`src/rtl/wptr_full_ctrl_if.sv`:
```
// Write-side bundle of the async FIFO pointer block: request/clear in,
// synchronised read pointer in, address/pointer/status out.
interface wptr_full_ctrl_if #(
  parameter int ADDRSIZE = 4
);
  // winc is a request and wfull is the back-pressure: a write is taken on a
  // wclk edge only when winc=1 and wfull=0. A request while full is dropped.
  logic                winc;
  logic                wovf_clr;
  logic [ADDRSIZE:0]   rptr_q2;
  logic [ADDRSIZE-1:0] write_addr;
  logic [ADDRSIZE:0]   write_ptr;
  logic                wfull;
  logic                walmost_full;
  logic [ADDRSIZE:0]   wlevel;
  logic                woverflow;

  modport master (
    output winc, wovf_clr, rptr_q2,
    input  write_addr, write_ptr, wfull, walmost_full, wlevel, woverflow
  );

  modport slave (
    input  winc, wovf_clr, rptr_q2,
    output write_addr, write_ptr, wfull, walmost_full, wlevel, woverflow
  );
endinterface

```
`src/rtl/wptr_full_ctrl.sv`:
```
// Write-domain pointer and full/almost-full/level/overflow status for the
// dual-clock FIFO; everything here is clocked by wclk.
module wptr_full_ctrl #(
  parameter int ADDRSIZE     = 4,
  parameter int AFULL_MARGIN = 2
) (
  input  logic          wclk,
  input  logic          wrst_n,
  wptr_full_ctrl_if.slave bus
);
  localparam int DEPTH = 1 << ADDRSIZE;
  localparam logic [ADDRSIZE:0] AFULL_THRESH = (ADDRSIZE+1)'(DEPTH - AFULL_MARGIN);

  logic [ADDRSIZE:0] wbin;
  logic [ADDRSIZE:0] wbinnext;
  logic [ADDRSIZE:0] wgraynext;
  logic [ADDRSIZE:0] rbin_s;
  logic [ADDRSIZE:0] level_next;
  logic [ADDRSIZE:0] full_ptr;
  logic              wen;

  assign wen       = bus.winc & ~bus.wfull;
  assign wbinnext  = wbin + {{ADDRSIZE{1'b0}}, wen};
  assign wgraynext = (wbinnext >> 1) ^ wbinnext;

  // Each binary bit is the XOR of all Gray bits at and above it.
  always_comb begin
    rbin_s = '0;
    for (int i = 0; i <= ADDRSIZE; i++) begin
      rbin_s[i] = ^(bus.rptr_q2 >> i);
    end
  end

  assign level_next = wbinnext - rbin_s;

  // Full when the write pointer is one lap ahead: top two Gray bits inverted.
  assign full_ptr = {~bus.rptr_q2[ADDRSIZE:ADDRSIZE-1], bus.rptr_q2[ADDRSIZE-2:0]};

  assign bus.write_addr = wbin[ADDRSIZE-1:0];

  always_ff @(posedge wclk or negedge wrst_n) begin
    if (!wrst_n) begin
      wbin             <= '0;
      bus.write_ptr    <= '0;
      bus.wfull        <= 1'b0;
      bus.walmost_full <= 1'b0;
      bus.wlevel       <= '0;
      bus.woverflow    <= 1'b0;
    end else begin
      wbin             <= wbinnext;
      bus.write_ptr    <= wgraynext;
      bus.wfull        <= (wgraynext == full_ptr);
      bus.walmost_full <= (level_next >= AFULL_THRESH);
      bus.wlevel       <= level_next;
      if (bus.winc && bus.wfull) begin
        bus.woverflow <= 1'b1;
      end else if (bus.wovf_clr) begin
        bus.woverflow <= 1'b0;
      end
    end
  end
endmodule

```
`src/flat_wrapper.sv`:
```
// flat-port wrapper written by rule: the top's interface ports become plain ports
module wptr_full_ctrl_flat 
#(
  parameter int ADDRSIZE     = 4,
  parameter int AFULL_MARGIN = 2
)
  (wclk, wrst_n, bus_winc, bus_wovf_clr, bus_rptr_q2, bus_write_addr, bus_write_ptr, bus_wfull, bus_walmost_full, bus_wlevel, bus_woverflow);
  wptr_full_ctrl_if #(.ADDRSIZE(ADDRSIZE)) bus_i ();
  input  logic wclk;
  input  logic wrst_n;
  input wire logic [$bits(bus_i.winc)-1:0] bus_winc;
  input wire logic [$bits(bus_i.wovf_clr)-1:0] bus_wovf_clr;
  input wire logic [$bits(bus_i.rptr_q2)-1:0] bus_rptr_q2;
  output wire logic [$bits(bus_i.write_addr)-1:0] bus_write_addr;
  output wire logic [$bits(bus_i.write_ptr)-1:0] bus_write_ptr;
  output wire logic [$bits(bus_i.wfull)-1:0] bus_wfull;
  output wire logic [$bits(bus_i.walmost_full)-1:0] bus_walmost_full;
  output wire logic [$bits(bus_i.wlevel)-1:0] bus_wlevel;
  output wire logic [$bits(bus_i.woverflow)-1:0] bus_woverflow;
  assign bus_i.winc = bus_winc;
  assign bus_i.wovf_clr = bus_wovf_clr;
  assign bus_i.rptr_q2 = bus_rptr_q2;
  assign bus_write_addr = bus_i.write_addr;
  assign bus_write_ptr = bus_i.write_ptr;
  assign bus_wfull = bus_i.wfull;
  assign bus_walmost_full = bus_i.walmost_full;
  assign bus_wlevel = bus_i.wlevel;
  assign bus_woverflow = bus_i.woverflow;
  wptr_full_ctrl #(.ADDRSIZE(ADDRSIZE), .AFULL_MARGIN(AFULL_MARGIN)) u_core (.wclk(wclk), .wrst_n(wrst_n), .bus(bus_i));
endmodule
```
`config.mk`:
```
export PLATFORM = sky130hd
export DESIGN_NAME = wptr_full_ctrl_flat
export DESIGN_NICKNAME = d
export VERILOG_FILES = /design/src/rtl/wptr_full_ctrl_if.sv /design/src/rtl/wptr_full_ctrl.sv /design/src/flat_wrapper.sv
export SDC_FILE = /design/constraint.sdc
export NUM_CORES = 1
export LEC_CHECK = 0
export CAP_MARGIN = 30
export CORE_MARGIN = 5
export CORE_UTILIZATION = 49
export DETAILED_ROUTE_END_ITERATION = 12
export PLACE_DENSITY = 0.9
export SLEW_MARGIN = 40
export SYNTH_ARGS = -nofsm -noshare
export SYNTH_HDL_FRONTEND = slang
export SYNTH_SLANG_ARGS = --single-unit
```
`constraint.sdc`:
```
create_clock -name wclk -period 7 [get_ports wclk]
set_clock_uncertainty 0.05 [all_clocks]
set_input_delay 1.05 -clock wclk [delete_from_list [all_inputs] [get_ports wclk]]
set_output_delay 1.05 -clock wclk [all_outputs]
set_load 0.02 [all_outputs]
```
==> results.md, run 1 <==
* Status: finished, final reports clean
* Seq/Total Area, Yosys at 0.470
* Required time worst endpoint at 7.16 ns
* Dpl hpwl at 1430 µm
* ANT cells at 0
* WL final at 1730 µm
* Num CTS Buffers at 3
* Post-Synth Simple-Gate Area at 0.0830
* Later-pin clock latency in the skew report at 0.28 ns
* Crit path buffers/inverters at 1
* Pre-CTS setup slack at 2.91 ns
* Worst path depth at 11
* Die area at 2810 µm²
* Crit path cell chain: clkdlybuf4s50_1, xor2_1, xnor2_1, xor2_1, xnor2_1, ha_1, fa_1, nor2b_1, o21ai_0, a311o_1, o211ai_1
* Final Worst Setup Slack at 3.21 ns
* PD cells at 561 nW/µm²
* Netlist cell types at 21
* Setup TNS at 0 ns
* Crit path arrival time at 3.95 ns
* DR vias/cell at 5.10
* #FFs+latches synth at 17
* Worst-Margin Slew at 0.710 ns
* Lkg Pwr at 0.536 nW
* Boundary Pins at 26
* ANT nets after route at 0
* Crit-path leading delay family: XOR/XNOR gates
* CP Launch Type: input port
* Sinks on Clock Net at 17
* Tot GR Track Use at 0.150
* # rows at 15
* Pin count of the biggest net entering global routing at 18
* CP max stage cell: clkdlybuf4s50_1
* Placer congestion estimate at 0.832
* First-pass GRT wire length at 2930 µm
* Count of final hold-check violations at 0
* Avg Cell Area, Syn at 11.7 µm²
* Synth warn at 0
* Count of hold-fix buffers inserted at cts at 0
* Hold path cells at 2
* Syn-to-layout area delta at 34.0%
* Setup bufs post-CTS at 0
* Compound-Gate Fraction of Synth Area at 0.0747
* Minimum clock period at 3.79 ns
* Main combinational cell family by area after synthesis: XOR/XNOR gates
* DR WL/cell at 13.2 µm
* Initial Util at 0.518
* Adder-cell share of the synthesized area at 0.0913
* Root buf cell: clkbuf_4
* Final Max Slew Viols at 0
* Inst Count DP at 127
* Kind of critical path: in -> reg
* Die Y at 53.0 µm
* Mapped Area at 905 µm²
* DRT Pass-1 Iters at 4
* Mux contribution to synthesized area at 0
* Worst relative slew slack at 0.525
* Port Buffers at 25
* Nets at 122
* Max clock buf depth at 2
* Final period utilization at 0.542
* Most common cell after layout, fill and taps aside: clkdlybuf4s50_1
* Max VDD drop at 276 µV
* Non-filler cells, final at 131
* RSZ-0062 raised after global routing: no
* Via count at 668
* H-tree Lvls at 1
* Critical-path maximum fanout at 4
* Critical path's largest stage delay at 0.58 ns
* Core outline area at 1750 µm²
* FF-to-FF path depth at 9
* Grt ovf at 0
* Filler Cell Count at 136
* Synth Area in XOR/XNOR at 0.243
* Final Setup Violations at 0
* Share of layout cells above drive strength 1 at 0.0566
* Initial antenna violation count at 0
* F_max at 264 MHz
* Die Wd at 53.0 µm
* Commonest cells after routing, fill and taps aside: 25 x clkdlybuf4s50_1, 17 x dfrtp_1, 11 x xnor2_1, 9 x inv_1, 7 x xor2_1
* Initial drt markers at 6
* Syn nets at 92
* Synth Instances at 77
* Vias in the first global route at 671
* DR DRC count at 0
* Post_cts resized at 0
* HP Class: reg -> reg
* CTS tree: yes
* Clk pin slew, worst setup/hold paths at 0.09 ns
* MaxCap Viol Count at 0
* Crit. End Element: flop
## per-stage QoR
stage	util	cell area [µm²]	total power [mW]	hold WS [ns]
detailed placement	0.680	1190	0.632	0.456
finish	0.695	1210	0.680	0.475
CTS	0.695	1210	0.684	0.480
floorplan	-	905	0.473	0.551
global placement	0.680	1190	0.612	0.453
global route	0.695	1210	0.735	0.503
## routing by layer
layer / GRT usage / up-vias / share of wire
li1: - / 317 / -
met3: 0.0225 / 6 / 0.066
met5: 0 / - / 0
met1: 0.174 / 317 / 0.41
met2: 0.233 / 28 / 0.49
met4: 0.136 / 0 / 0.033
## flip-flops by register name, summed over array words and instances (netlist names)
signal / cells
u_core.bus.wlevel: 5
u_core.bus.write_ptr: 5
u_core.wbin: 4
u_core.bus.walmost_full: 1
u_core.bus.wfull: 1
u_core.bus.woverflow: 1
## worst register-to-register path, stage by stage, from the launching register on
cell and delay (ns):
dfrtp_1 0.40, nor2b_1 0.12, ha_1 0.20, ha_1 0.23, xor2_1 0.40, ha_1 0.36, nor2b_1 0.16, o21ai_0 0.21
a311o_1 0.24, o211ai_1 0.09
## cells by family (layout without fill, tap and decap cells)
logic type,Yosys count,in the layout
simple gates,15,15
fa+ha+maj,6,6
xor+xnor,21,21
buf+inv,9,38
flops,17,17
compound gates,9,9
## where the power goes
| group | internal, mW | switching (mW) |
|---|---|---|
| logic | 0.211 | 0.236 |
| clock network | 0.0221 | 0.0282 |
| registers | 0.152 | 0.0303 |
| total | 0.385 | 0.295 |
## worst paths after layout
path                             startpoint                      end  slack, ns
setup / recovery             bus_rptr_q2[4]  u_core.bus.walmost_full       3.21
hold / removal             u_core.bus.wfull     u_core.bus.woverflow       0.48
max in group asynchronous            wrst_n  u_core.bus.write_ptr[0]       5.32
setup reg to reg           u_core.bus.wfull  u_core.bus.walmost_full       4.41
min in group asynchronous            wrst_n     u_core.bus.woverflow       1.14
hold reg to reg            u_core.bus.wfull     u_core.bus.woverflow       0.48
## final cells by class
class / instances / area [µm²] / share of cell area
repair buffers: 25 / 250 / 0.206
flip-flops and latches: 17 / 425 / 0.351
inverters: 9 / 33.8 / 0.0279
multi-input cells: 51 / 445 / 0.367
clock buffers: 4 / 26.3 / 0.0217
well taps: 25 / 31.3 / 0.0258
## synth_stat cells
master | number | area (µm²)
a21boi_0 | 1 | 7.51
a21oi_1 | 1 | 5.00
a221oi_2 | 1 | 15.0
a311o_1 | 1 | 10.0
dfrtp_1 | 17 | 425
fa_1 | 1 | 20.0
ha_1 | 5 | 62.6
inv_1 | 9 | 33.8
nand2_1 | 5 | 18.8
nand3_1 | 4 | 20.0
nor2b_1 | 2 | 12.5
nor3_1 | 1 | 5.00
o211ai_1 | 2 | 15.0
o21ai_0 | 3 | 15.0
or2_2 | 1 | 6.26
or3_1 | 2 | 12.5
xnor2_1 | 11 | 96.3
xnor3_1 | 1 | 22.5
xor2_1 | 7 | 61.3
xor2_2 | 1 | 16.3
xor3_1 | 1 | 23.8
Note: power is estimated with default switching activity, not from simulation.
==> run 2: changes to the inputs <==
- CORE_UTILIZATION: 49 -> 46
- PLACE_DENSITY: 0.9 -> 0.86
- clock period: 7 -> 3.8 ns (I/O delays scaled with it)
==> results.md, run 2 (synthesis gave the netlist of run 1 again) <==
* Max VDD drop at 537 µV
* Tot GR Track Use at 0.130
* Pin count of the biggest net entering global routing at 18
* Final period utilization at 0.877
* ANT cells at 0
* Psw at 0.523 mW
* Multi-input logic area at 445 µm²
* Nets at 122
* Biggest regs: u_core.bus.wlevel: 5 flops, u_core.bus.write_ptr: 5 flops, u_core.wbin: 4 flops
* Pre-CTS setup slack at 0.166 ns
* Max clock buf depth at 2
* CP Launch Type: input port
* Die area at 2950 µm²
* Pint at 0.708 mW
* Dpl hpwl at 1310 µm
* MaxCap Viol Count at 0
* Num CTS Buffers at 3
* Total power at 1.23 mW
* # rows at 16
* DR vias/cell at 4.75
* F_max at 300 MHz
* HP Class: in -> async
* Lkg Pwr at 0.536 nW
* Share of layout cells above drive strength 1 at 0.0660
* Boundary Pins at 26
* Switching part of the total at 0.425
* Grt ovf at 0
* DR DRC count at 0
* CP max stage cell: clkdlybuf4s50_1
* PD cells at 1020 nW/µm²
* Core outline area at 1920 µm²
* Crit path arrival time at 3.49 ns
* Initial antenna violation count at 0
* Count of final hold-check violations at 0
* Most common cell after layout, fill and taps aside: clkdlybuf4s50_1
* Via count at 632
* Final Max Slew Viols at 0
* Clock Power Share at 0.077
* Commonest cells after routing, fill and taps aside: 24 x clkdlybuf4s50_1, 17 x dfrtp_1, 11 x xnor2_1, 9 x inv_1, 7 x xor2_1
* Critical-path maximum fanout at 4
* Final Worst Setup Slack at 0.469 ns
* Status: finished, final reports clean
* DRT Pass-1 Iters at 4
* Port Buffers at 25
* Filler Cell Count at 162
* WL final at 1580 µm
* Kind of critical path: in -> reg
* Critical path's largest stage delay at 0.58 ns
* Worst relative slew slack at 0.711
* Crit path cell chain: clkdlybuf4s50_1, xor2_1, xnor2_1, xor2_1, xnor2_1, ha_1, fa_1, nor2b_1, o21ai_0, a311o_1, o211ai_1
* Post_cts resized at 0
* Hold Slack at 0.119 ns
* CTS tree: yes
* Initial Util at 0.471
* Initial drt markers at 5
* Die Wd at 54.3 µm
* First-pass GRT wire length at 2550 µm
* Required time worst endpoint at 3.96 ns
* Register Area at 425 µm²
* Non-filler cells, final at 133
* Clk pin slew, worst setup/hold paths at 0.09 ns
* ANT nets after route at 0
* Vias in the first global route at 605
* Final Setup Violations at 0
* RSZ-0062 raised after global routing: no
* Design area at 1210 µm²
* Setup bufs post-CTS at 0
* Setup TNS at 0 ns
* H-tree Lvls at 1
* Count of hold-fix buffers inserted at cts at 0
* DR WL/cell at 11.9 µm
* Comb pwr share at 0.652
* Sinks on Clock Net at 17
* Inst Count DP at 129
* Seq pwr share at 0.272
* Later-pin clock latency in the skew report at 0.29 ns
* Finished Core Util at 0.630
* Syn-to-layout area delta at 33.7%
* Crit. End Element: flop
* Die Y at 54.3 µm
* Dpl cell area at 1190 µm²
* Minimum clock period at 3.33 ns
* Root buf cell: clkbuf_4
* Worst-Margin Slew at 0.432 ns
* Placer congestion estimate at 0.802
[run 2: final timing paths]
path	end	from	cells after the start	slack (ns)
worst max-delay path	u_core.bus.walmost_full	bus_rptr_q2[4]	11	0.47
worst min-delay path	u_core.bus.woverflow	wrst_n	1	0.12
worst max register to register	u_core.bus.walmost_full	u_core.bus.wfull	9	1.20
worst min register to register	u_core.bus.woverflow	u_core.bus.woverflow	2	0.48
max in group asynchronous	u_core.bus.write_ptr[4]	wrst_n	1	3.33
min in group wclk	u_core.bus.woverflow	u_core.bus.woverflow	2	0.48
[run 2: area by class of cell]
| class | count | share of cell area |
|---|---|---|
| multi-input cells | 51 | 0.368 |
| clock buffers | 4 | 0.0217 |
| flip-flops and latches | 17 | 0.352 |
| well taps | 27 | 0.0279 |
| inverters | 9 | 0.0279 |
| repair buffers | 25 | 0.203 |
[run 2: critical path: cells and delay by family]
kind / cells / cell delay [ns]
xor+xnor: 4 / 0.94
fa+ha+maj: 2 / 0.64
buf+inv: 1 / 0.58
simple gates: 1 / 0.15
compound gates: 3 / 0.61
[run 2: power by group through the flow]
stage               Sequential [mW]  Combinational, mW  Clock (mW)
floorplan                     0.446              0.425           0
global placement              0.332              0.791           0
detailed placement            0.338              0.807           0
CTS                           0.335              0.810      0.0964
global route                  0.345              0.883       0.109
finish                        0.334              0.802      0.0943
[run 2: routing by layer]
layer / vias up / part of all wire / GRT usage
li1: 310 / - / -
met1: 290 / 0.38 / 0.142
met2: 23 / 0.50 / 0.201
met3: 9 / 0.065 / 0.0272
met4: 0 / 0.051 / 0.133
met5: - / 0 / 0
